## src/rtl/led_matrix_pkg.sv

```systemverilog
`default_nettype none
// ============================================================================
// Module   : led_matrix_pkg
// Purpose  : Shared constants, scan-state encoding and image slicing helper
//            for the 5x7 LED matrix column scanner.
// Revision : 1.0 - initial release
// ============================================================================
package led_matrix_pkg;

  // Physical matrix geometry
  localparam int MATRIX_COLS = 5;
  localparam int MATRIX_ROWS = 7;

  // Scan sequencer states
  typedef enum logic [1:0] {
    ST_IDLE  = 2'd0,
    ST_BLANK = 2'd1,
    ST_SHOW  = 2'd2
  } scan_state_t;

  // Bit offset of column `col` inside a flattened image of `rows`-bit columns
  function automatic int col_offset(input int col, input int rows);
    return col * rows;
  endfunction

  // Largest of three integers; used to size the shared duration counter
  function automatic int max3(input int a, input int b, input int c);
    int m;
    m = a;
    if (b > m) m = b;
    if (c > m) m = c;
    return m;
  endfunction

endpackage
`default_nettype wire

```

## src/rtl/led_matrix_tick_counter.sv

```systemverilog
`default_nettype none
// ============================================================================
// Module   : led_matrix_tick_counter
// Purpose  : Loadable down-counter. tc is high while the count is zero, so a
//            load of N-1 yields a terminal count after exactly N cycles.
// Revision : 1.0 - initial release
// ============================================================================
module led_matrix_tick_counter #(
  parameter int WIDTH = 8
) (
  input  logic             clk,
  input  logic             reset,
  input  logic             load,
  input  logic [WIDTH-1:0] load_val,
  output logic             tc
);

  logic [WIDTH-1:0] count;

  // Load takes priority; otherwise count down and park at zero
  always_ff @(posedge clk) begin
    if (reset) begin
      count <= '0;
    end else if (load) begin
      count <= load_val;
    end else if (count != '0) begin
      count <= count - WIDTH'(1);
    end
  end

  assign tc = (count == '0);

endmodule
`default_nettype wire

```

## src/rtl/led_matrix_column_scanner.sv

```systemverilog
`default_nettype none
// ============================================================================
// Module   : led_matrix_column_scanner
// Purpose  : Time-multiplexed 5x7 LED matrix driver. Snapshots the image at
//            each frame start, then lights one column at a time with optional
//            all-off blanking before each column.
// Revision : 1.0 - initial release
// ============================================================================
module led_matrix_column_scanner
  import led_matrix_pkg::*;
#(
  parameter int NUM_COLS       = MATRIX_COLS,
  parameter int NUM_ROWS       = MATRIX_ROWS,
  parameter int SCAN_DIV       = 50000,
  parameter int BLANK_CYCLES   = 500,
  parameter bit COL_ACTIVE_LOW = 1'b1,
  parameter bit ROW_ACTIVE_LOW = 1'b0
) (
  input  logic                         clk,
  input  logic                         reset,
  input  logic                         enable,
  input  logic [NUM_COLS*NUM_ROWS-1:0] image_in,
  output logic [NUM_COLS-1:0]          col_sel,
  output logic [NUM_ROWS-1:0]          row_out,
  output logic                         frame_done
);

  localparam int CNT_SPAN = max3(SCAN_DIV, BLANK_CYCLES, 1);
  localparam int CNT_W    = (CNT_SPAN > 1) ? $clog2(CNT_SPAN) : 1;
  localparam int COL_W    = (NUM_COLS > 1) ? $clog2(NUM_COLS) : 1;
  localparam bit HAS_BLANK = (BLANK_CYCLES > 0);

  // Counter reload values: a load of N-1 gives an N-cycle dwell
  localparam logic [CNT_W-1:0] SHOW_LOAD  = CNT_W'(SCAN_DIV - 1);
  localparam logic [CNT_W-1:0] BLANK_LOAD = CNT_W'(HAS_BLANK ? BLANK_CYCLES - 1 : 0);
  localparam logic [COL_W-1:0] LAST_COL   = COL_W'(NUM_COLS - 1);

  localparam logic [NUM_COLS-1:0] COL_IDLE = {NUM_COLS{COL_ACTIVE_LOW}};
  localparam logic [NUM_ROWS-1:0] ROW_IDLE = {NUM_ROWS{ROW_ACTIVE_LOW}};

  scan_state_t                  state;
  scan_state_t                  state_nxt;
  logic [COL_W-1:0]             col_idx;
  logic [COL_W-1:0]             col_nxt;
  logic [NUM_COLS*NUM_ROWS-1:0] frame_buf;
  logic [NUM_COLS*NUM_ROWS-1:0] img_nxt;
  logic                         snap;
  logic                         cnt_load;
  logic [CNT_W-1:0]             cnt_load_val;
  logic                         cnt_tc;
  logic                         frame_done_nxt;
  logic [NUM_COLS-1:0]          col_onehot;
  logic [NUM_COLS-1:0]          col_sel_nxt;
  logic [NUM_ROWS-1:0]          row_nxt;

  // Shared dwell timer for both BLANK and SHOW periods
  led_matrix_tick_counter #(
    .WIDTH (CNT_W)
  ) u_tick (
    .clk      (clk),
    .reset    (reset),
    .load     (cnt_load),
    .load_val (cnt_load_val),
    .tc       (cnt_tc)
  );

  // Next-state, next-column, snapshot and timer-reload decisions
  always_comb begin
    state_nxt      = state;
    col_nxt        = col_idx;
    snap           = 1'b0;
    cnt_load       = 1'b0;
    cnt_load_val   = '0;
    frame_done_nxt = 1'b0;

    case (state)
      ST_IDLE: begin
        if (enable) begin
          snap     = 1'b1;
          col_nxt  = '0;
          cnt_load = 1'b1;
          if (HAS_BLANK) begin
            state_nxt    = ST_BLANK;
            cnt_load_val = BLANK_LOAD;
          end else begin
            state_nxt    = ST_SHOW;
            cnt_load_val = SHOW_LOAD;
          end
        end
      end

      ST_BLANK: begin
        if (cnt_tc) begin
          state_nxt    = ST_SHOW;
          cnt_load     = 1'b1;
          cnt_load_val = SHOW_LOAD;
        end
      end

      ST_SHOW: begin
        if (cnt_tc) begin
          cnt_load = 1'b1;
          if (col_idx == LAST_COL) begin
            // Frame wrap: restart at column 0 with a fresh image
            col_nxt        = '0;
            snap           = 1'b1;
            frame_done_nxt = 1'b1;
          end else begin
            col_nxt = col_idx + COL_W'(1);
          end
          if (HAS_BLANK) begin
            state_nxt    = ST_BLANK;
            cnt_load_val = BLANK_LOAD;
          end else begin
            state_nxt    = ST_SHOW;
            cnt_load_val = SHOW_LOAD;
          end
        end
      end

      default: begin
        state_nxt = ST_IDLE;
      end
    endcase

    // Dropping enable wins over everything, including a simultaneous wrap
    if (!enable) begin
      state_nxt      = ST_IDLE;
      col_nxt        = '0;
      snap           = 1'b0;
      frame_done_nxt = 1'b0;
      cnt_load       = 1'b1;
      cnt_load_val   = '0;
    end
  end

  // One-hot decode of the column that will be selected after this edge
  for (genvar g = 0; g < NUM_COLS; g++) begin : g_col_decode
    assign col_onehot[g] = (col_nxt == COL_W'(g));
  end

  // Output values for the coming cycle; rows come from the new snapshot on a
  // frame-start edge so a zero-blank wrap shows the fresh image immediately
  always_comb begin
    img_nxt     = snap ? image_in : frame_buf;
    col_sel_nxt = COL_IDLE;
    row_nxt     = ROW_IDLE;
    if (state_nxt == ST_SHOW) begin
      col_sel_nxt = col_onehot ^ COL_IDLE;
      row_nxt     = img_nxt[col_offset(int'(col_nxt), NUM_ROWS) +: NUM_ROWS] ^ ROW_IDLE;
    end
  end

  // State, frame buffer and registered pin drive
  always_ff @(posedge clk) begin
    if (reset) begin
      state      <= ST_IDLE;
      col_idx    <= '0;
      frame_buf  <= '0;
      frame_done <= 1'b0;
      col_sel    <= COL_IDLE;
      row_out    <= ROW_IDLE;
    end else begin
      state      <= state_nxt;
      col_idx    <= col_nxt;
      frame_done <= frame_done_nxt;
      col_sel    <= col_sel_nxt;
      row_out    <= row_nxt;
      if (snap) begin
        frame_buf <= image_in;
      end
    end
  end

endmodule
`default_nettype wire

```

## config.mk

```make
export PLATFORM = sky130hd
export DESIGN_NAME = led_matrix_column_scanner
export DESIGN_NICKNAME = d
export VERILOG_FILES = /design/src/rtl/led_matrix_pkg.sv /design/src/rtl/led_matrix_tick_counter.sv /design/src/rtl/led_matrix_column_scanner.sv
export SDC_FILE = /design/constraint.sdc
export NUM_CORES = 1
export LEC_CHECK = 0
export CORE_MARGIN = 2
export CORE_UTILIZATION = 30
export CTS_CLUSTER_SIZE = 40
export DETAILED_ROUTE_END_ITERATION = 8
export GPL_TIMING_DRIVEN = 0
export REMOVE_ABC_BUFFERS = 1
export SLEW_MARGIN = 5
export SYNTH_ARGS = -nofsm -noshare
export SYNTH_HDL_FRONTEND = slang
export SYNTH_SLANG_ARGS = --single-unit
export TNS_END_PERCENT = 20
```

## constraint.sdc

```tcl
create_clock -name clk -period 2.44 [get_ports clk]
set_clock_uncertainty 0.1 [all_clocks]
set_input_delay 0.366 -clock clk [delete_from_list [all_inputs] [get_ports clk]]
set_output_delay 0.366 -clock clk [all_outputs]
set_load 0.005 [all_outputs]
```

Word level (Yosys, flattened, before mapping):

Index checks and enable logic that the tools add are counted.

* register bits: 69
* output and inout bits: 13
* logic and storage cells: 53
* input bits: 38

* bitwise gates (word level): 4
* shift operators: 1
* multiplexer cells: 22
* reductions and logical operators: 8
* add/sub/neg operators: 2
* equality and inequality tests: 8
* multiply operators: 1

Operators with widths (count)
* 16-bit 2-to-1 mux: 4
* 16-bit one-hot mux with 3 select lines: 1
* 35-bit 2-to-1 mux: 1
* 35-bit by 7-bit indexed part select with 7-bit output: 1
* 16-bit logical NOT: 1
* 16-bit nonzero test: 1
* 16-bit by 1-bit subtractor with 16-bit output (second input constant): 1
* 3-bit 2-to-1 mux: 3
* 9-bit 2-to-1 mux: 1
* 3-bit by 2-bit equality test with 1-bit output (second input constant): 2
* 3-bit equality test (second input constant): 2
* 3-bit by 3-bit multiplier with 6-bit output (second input constant): 1
* 2-bit 2-to-1 mux: 3
* 2-bit one-hot mux with 3 select lines: 1
* 3-bit one-hot mux with 2 select lines: 1
* 1-bit 2-to-1 mux: 5
* 5-bit inverter: 1
* 2-bit equality test (second input constant): 2
* 1-bit one-hot mux with 2 select lines: 2
* 2-bit OR reduction: 2
* 3-bit by 1-bit adder with 3-bit output (second input constant): 1
* 3-bit by 1-bit equality test with 1-bit output (second input constant): 1
* 3-bit logical NOT: 1
* 1-bit inverter: 3
* 4 further kinds: 4

Logic depth before layout (Yosys ltp):

* depth after elaboration: 7
* gate-level depth with buffers: 11
* gate-level depth less buffers: 9

By module:

Synthesis repeated with hierarchy kept, for this count alone.

* cells, all modules: 340
* area total of the unflattened synthesis: 3148.0 um^2

By module, submodules not included
* led_matrix_column_scanner: seq. area each 1061.0 um^2, cells an instance 224, times used 1, area an instance 2183.3 um^2
* led_matrix_tick_counter: seq. area each 320.3 um^2, cells an instance 116, times used 1, area an instance 964.7 um^2

Worst setup path after synthesis:

No wires, ideal clock.

* kind: flip-flop to flip-flop
* start: register col_idx[0]
* end: register row_out[0]
* cell stages (with the launch flop): 12
* path slack: 0.002 ns
* buffers on the path: 2
* required time: 2.213 ns
* data arrival time: 2.212 ns
* period minus slack after synthesis: 2.438 ns
* library setup time: 0.127 ns
* cell sequence: dfxtp_1 inv_1 ha_1 and2_1 clkbuf_1 nand2_1 nor2_1 o21ai_1 buf_2 mux2_2 a221oi_1 o22ai_1

* word-level cells in the longest chain between the ends: 7
* elaborated cells on any way between the ends: 13
* those cells by class: 1 x add/sub; 1 x mul; 1 x eq/ne; 1 x shift; 9 x mux

RTL lines
* start: declaration: line led_matrix_column_scanner.sv:43 `logic [COL_W-1:0] col_idx;`
* start signal: assignment: line led_matrix_column_scanner.sv:165 `col_idx <= col_nxt;`
* 3-bit by 1-bit adder with 3-bit output / 3-bit equality test (equally long branches): line led_matrix_column_scanner.sv:109, led_matrix_column_scanner.sv:103
* 3-bit 2-to-1 mux / 1-bit 2-to-1 mux (equally long branches): line led_matrix_column_scanner.sv:103 `if (col_idx == LAST_COL) begin`
* 3-bit 2-to-1 mux / 1-bit 2-to-1 mux (equally long branches): line led_matrix_column_scanner.sv:101 `if (cnt_tc) begin`
* 3-bit one-hot mux with 2 select lines / 1-bit one-hot mux with 2 select lines (equally long branches): line led_matrix_column_scanner.sv:76 `case (state)`
* 3-bit 2-to-1 mux / 1-bit 2-to-1 mux (equally long branches): line led_matrix_column_scanner.sv:127 `if (!enable) begin`
* 3-bit by 3-bit multiplier with 6-bit output / 35-bit 2-to-1 mux (equally long branches)
* 35-bit by 7-bit indexed part select with 7-bit output *: line led_matrix_column_scanner.sv:150 `row_nxt = img_nxt[col_offset(int'(col_nxt), NUM_ROWS) +: NUM_ROWS] ^ ROW_IDLE;`
* end signal: assignment: line led_matrix_column_scanner.sv:168 `row_out <= row_nxt;`
* end: declaration: line led_matrix_column_scanner.sv:24 `output logic [NUM_ROWS-1:0] row_out,`

Mark *: on every way between the ends. The rest lies on a longest branch, timed or not.
A chain may end at the register's enable or synchronous reset.

Final worst setup path:

* start: register state[0]
* end: register row_out[0]

* word-level cells in the longest chain between the ends: 6
* elaborated cells on any way between the ends: 17
* those cells by class: 1 x mul; 3 x eq/ne; 1 x shift; 9 x mux; 1 x bitwise; 2 x reduce/logical

RTL lines
* start: declaration: line led_matrix_column_scanner.sv:41 `scan_state_t state;`
* start signal: assignment: line led_matrix_column_scanner.sv:164 `state <= state_nxt;`
* parallel branches: the longest is 6 deep, another holds 3-bit by 3-bit multiplier with 6-bit output

Parallel ways; which one is timed is not known.

==> impl_metrics.sql <==
INSERT INTO impl_metrics (metric_group, metric, value, unit) VALUES
('detailed_routing', 'route.final.wire_length', '9740', 'um'),
('place', 'numPlacedInstances', '545', ''),
('die', 'floorplan.rows', '38', ''),
('logic_synthesis', 'share_of_synthesized_cell_area_in_and_or_nand_and_nor_gates', '0.238', ''),
('power_and_ir_drop', 'power.clock.fraction', '0.346', ''),
('detailed_routing', 'routed_via_density', '5.22', ''),
('clock_network', 'cts_tree', 'built', ''),
('power_and_ir_drop', 'comb_power_share', '0.226', ''),
('finish', 'final_core_util', '0.451', ''),
('logic_synthesis', 'cell_area_synth', '0.00331', 'sq mm'),
('logic_synthesis', 'yosysWarningCount', '0', ''),
('timing', 'fmaxAchievable', '398', 'MHz'),
('timing', 'tightest_slew', '0.867', 'ns'),
('place', 'gpl.final_weighted_congestion', '0.809', ''),
('status', 'outcome', 'finished with violations', ''),
('global_route', 'grt_usage', '0.169', ''),
('place', 'buffer_ports.inserted', '50', ''),
('critical_path', 'slowest_stage', 'sky130_fd_sc_hd__a221o_2', ''),
('flow_run', 'drv.max_cap_violation_count', '0', ''),
('place', 'dpl.hpwl', '5790', 'um'),
('timing', 'fin_crit', '2.51', 'ns'),
('finish', 'drive_gt1_frac', '0.305', ''),
('global_route', 'first_global_vias', '3160', ''),
('clock_network', 'clkSlewWorstSetupHoldPaths', '0.09', 'ns'),
('critical_path', 'critical_path_arrival', '2.69', 'ns'),
('logic_synthesis', 'netlist_top_cells_area', 'sky130_fd_sc_hd__dfxtp_1 42%, sky130_fd_sc_hd__mux2_2 5.1%, sky130_fd_sc_hd__nor2_1 4.9%, sky130_fd_sc_hd__nand3_1 4.1%, sky130_fd_sc_hd__nor2b_1 3.4%', ''),
('logic_synthesis', 'synth-async-reset-ratio', '0', ''),
('finish', 'n_diodes', '0', ''),
('die', 'die_height', '109', 'um'),
('logic_synthesis', 'number_of_flops_mapped_to_enable_cells_by_yosys', '0', ''),
('power_and_ir_drop', 'static-leakage-power', '1.80', 'nW'),
('critical_path', 'setup.worst_path.end_class', 'flop', ''),
('clock_network', 'ctsHoldBuffers', '0', ''),
('die', 'die_w', '109', 'um'),
('power_and_ir_drop', 'ratio_of_total_power_to_cell_area', '583', 'mW/mm^2'),
('timing', 'setup_violations', '8', ''),
('timing', 'setup_ws', '-0.0702', 'ns'),
('place', 'post_dp_cell_area', '0.00389', 'sq mm'),
('power_and_ir_drop', 'intPower', '1.99', 'mW'),
('finish', 'finish.cell_count_without_fillers', '603', ''),
('finish', 'stdcell_area', '0.00487', 'sq mm'),
('clock_network', 'clock_sinks', '69', ''),
('timing', 'drv_slew', '0', ''),
('logic_synthesis', 'synth-seq-area-share', '0.417', ''),
('die', 'design.die.area', '0.0119', 'sq mm'),
('timing', 'timing.max_slew.rel_slack', '0.422', ''),
('power_and_ir_drop', 'sequentialPowerShare', '0.427', ''),
('critical_path', 'worstPathCellList', 'inv_1 -> ha_4 -> clkinv_4 -> nor4b_4 -> a211oi_4 -> a221o_2 -> o22ai_1 -> a221oi_4 -> o22ai_2', ''),
('logic_synthesis', 'yosys.cell_count.top_type', 'sky130_fd_sc_hd__dfxtp_1', ''),
('logic_synthesis', 'synth_cell_types', '54', ''),
('power_and_ir_drop', 'netSwitchingFraction', '0.299', ''),
('clock_network', 'cts_made_buffers', '9', ''),
('logic_synthesis', 'synth_compound_gate_area_share', '0.175', ''),
('logic_synthesis', 'synthTopCellsByCount', '69 x sky130_fd_sc_hd__dfxtp_1, 43 x sky130_fd_sc_hd__nor2_1, 27 x sky130_fd_sc_hd__nand3_1', ''),
('clock_network', 'cts_root_buffer', 'sky130_fd_sc_hd__clkbuf_8', ''),
('clock_network', 'clock_tree.htree_level_count', '3', ''),
('global_route', 'grt_pass1_wl', '15500', 'um'),
('critical_path', 'path_class', 'reg2reg', ''),
('global_route', 'grt-ovfl-total', '0', ''),
('critical_path', 'category_of_the_worst_setup_path_launch_point', 'flop', ''),
('critical_path', 'timing.critical_path.slowest_cell_delay', '0.42', 'ns'),
('status', 'violations', 'negative setup slack', ''),
('worst_hold_path', 'hold_path_class', 'reg2reg', ''),
('logic_synthesis', 'cell_count_after_synthesis', '380', ''),
('global_route', 'antenna_found_initial', '0', ''),
('power_and_ir_drop', 'p_switching', '848', 'uW'),
('die', 'floorplan.initialDensity', '0.307', ''),
('power_and_ir_drop', 'max-vdd-ir-drop', '277', 'uV'),
('logic_synthesis', 'synth_adder_area_share', '0.0264', ''),
('critical_path', 'critPathRequiredTime', '2.62', 'ns'),
('critical_path', 'critical_path.max_fanout', '17', '');
==> metal layers <==
| layer | vias up | part of all wire | global-route usage | wire [um] |
|---|---|---|---|---|
| met3 | 17 | 0.053 | 0.0317 | 517 |
| met5 | - | 0 | 0 | 0 |
| met2 | 82 | 0.49 | 0.291 | 4750 |
| met4 | 0 | 0.022 | 0.0778 | 210 |
| met1 | 1511 | 0.44 | 0.204 | 4260 |
| li1 | 1540 | - | - | - |
==> worst max-delay path, delay by kind of cell, from the launching register on <==
family	cells	cell delay (ns)
compound gates	5	1.06
flops	1	0.34
buf+inv	2	0.36
fa+ha+maj	1	0.23
simple gates	1	0.35
==> cell families after synthesis <==
group,count (synthesis)
compound gates,85
xor+xnor,10
fa+ha+maj,7
simple gates,152
buf+inv,34
mux,23
flops,69
==> stage by stage <==
stage	hold WS, ns	TNS [ns]
floorplan	0.338	-23.41
global placement	0.371	-72.72
detailed placement	0.380	-55.57
CTS	0.406	-0.129
global route	0.445	-1.66
finish	0.402	-0.350
==> cell usage in the layout, fill, tap and decap left out, drive strengths merged, types with 3 or more instances in the layout <==
| master | count |
|---|---|
| xnor2 | 5 |
| nor4 | 6 |
| xor2 | 5 |
| nand3 | 28 |
| ha | 7 |
| o22ai | 15 |
| mux2i | 8 |
| inv | 10 |
| clkinv | 3 |
| or2 | 5 |
| nand2b | 4 |
| nor2b | 18 |
| o21ai | 6 |
| clkdlybuf4s50 | 48 |
| dfxtp | 69 |
| and3 | 3 |
| a31oi | 15 |
| a221oi | 8 |
| nand2 | 25 |
| o31ai | 14 |
| mux2 | 15 |
| nor3 | 7 |
| nor2 | 45 |
| a21oi | 13 |
| buf | 41 |
| clkbuf | 9 |
| nand4 | 4 |
==> path summary, 6_finish.rpt <==
kind,end,slack [ns],cells past startpoint,start
worst min register to register,frame_buf[33]$_SDFF_PP0_,0.40,2,frame_buf[33]$_SDFF_PP0_
worst min-delay path,frame_buf[33]$_SDFF_PP0_,0.40,2,frame_buf[33]$_SDFF_PP0_
worst max register to register,row_out[0]$_SDFF_PP0_,-0.07,9,state[0]$_SDFF_PP0_
worst max-delay path,row_out[0]$_SDFF_PP0_,-0.07,9,state[0]$_SDFF_PP0_
==> cell type report <==
type	count	area, sq um	share of cell area
Clock inverter	7	80.1	0.0164
Clock buffer	9	124	0.0254
Sequential cell	69	1390	0.286
Inverter	8	35.0	0.00720
Tap cell	140	175	0.0360
Multi-Input combinational cell	280	2210	0.454
Timing Repair Buffer	90	853	0.175
==> flip-flops by register name, summed over array words and instances, names as in the netlist <==
signal and count:
frame_buf 35, row_out 7, u_tick.count 16, col_sel 5
col_idx 3, frame_done 1, state 2
==> timing repair <==
item,CTS,global route
pin swaps,17,9
setup buffers,31,7
endpoints found under the setup margin,68,27
gates resized for setup,62,26
gates cloned,4,0
==> power groups by stage <==
| stage | Sequential (mW) | Clock, mW | Combinational, mW |
|---|---|---|---|
| finish | 1.21 | 0.984 | 0.643 |
| global route | 1.22 | 1.04 | 0.696 |
| CTS | 1.21 | 0.992 | 0.590 |
| detailed placement | 1.23 | 0 | 0.432 |
| global placement | 1.23 | 0 | 0.421 |
| floorplan | 1.23 | 0 | 0.281 |
(Power assumes the default switching activity.)
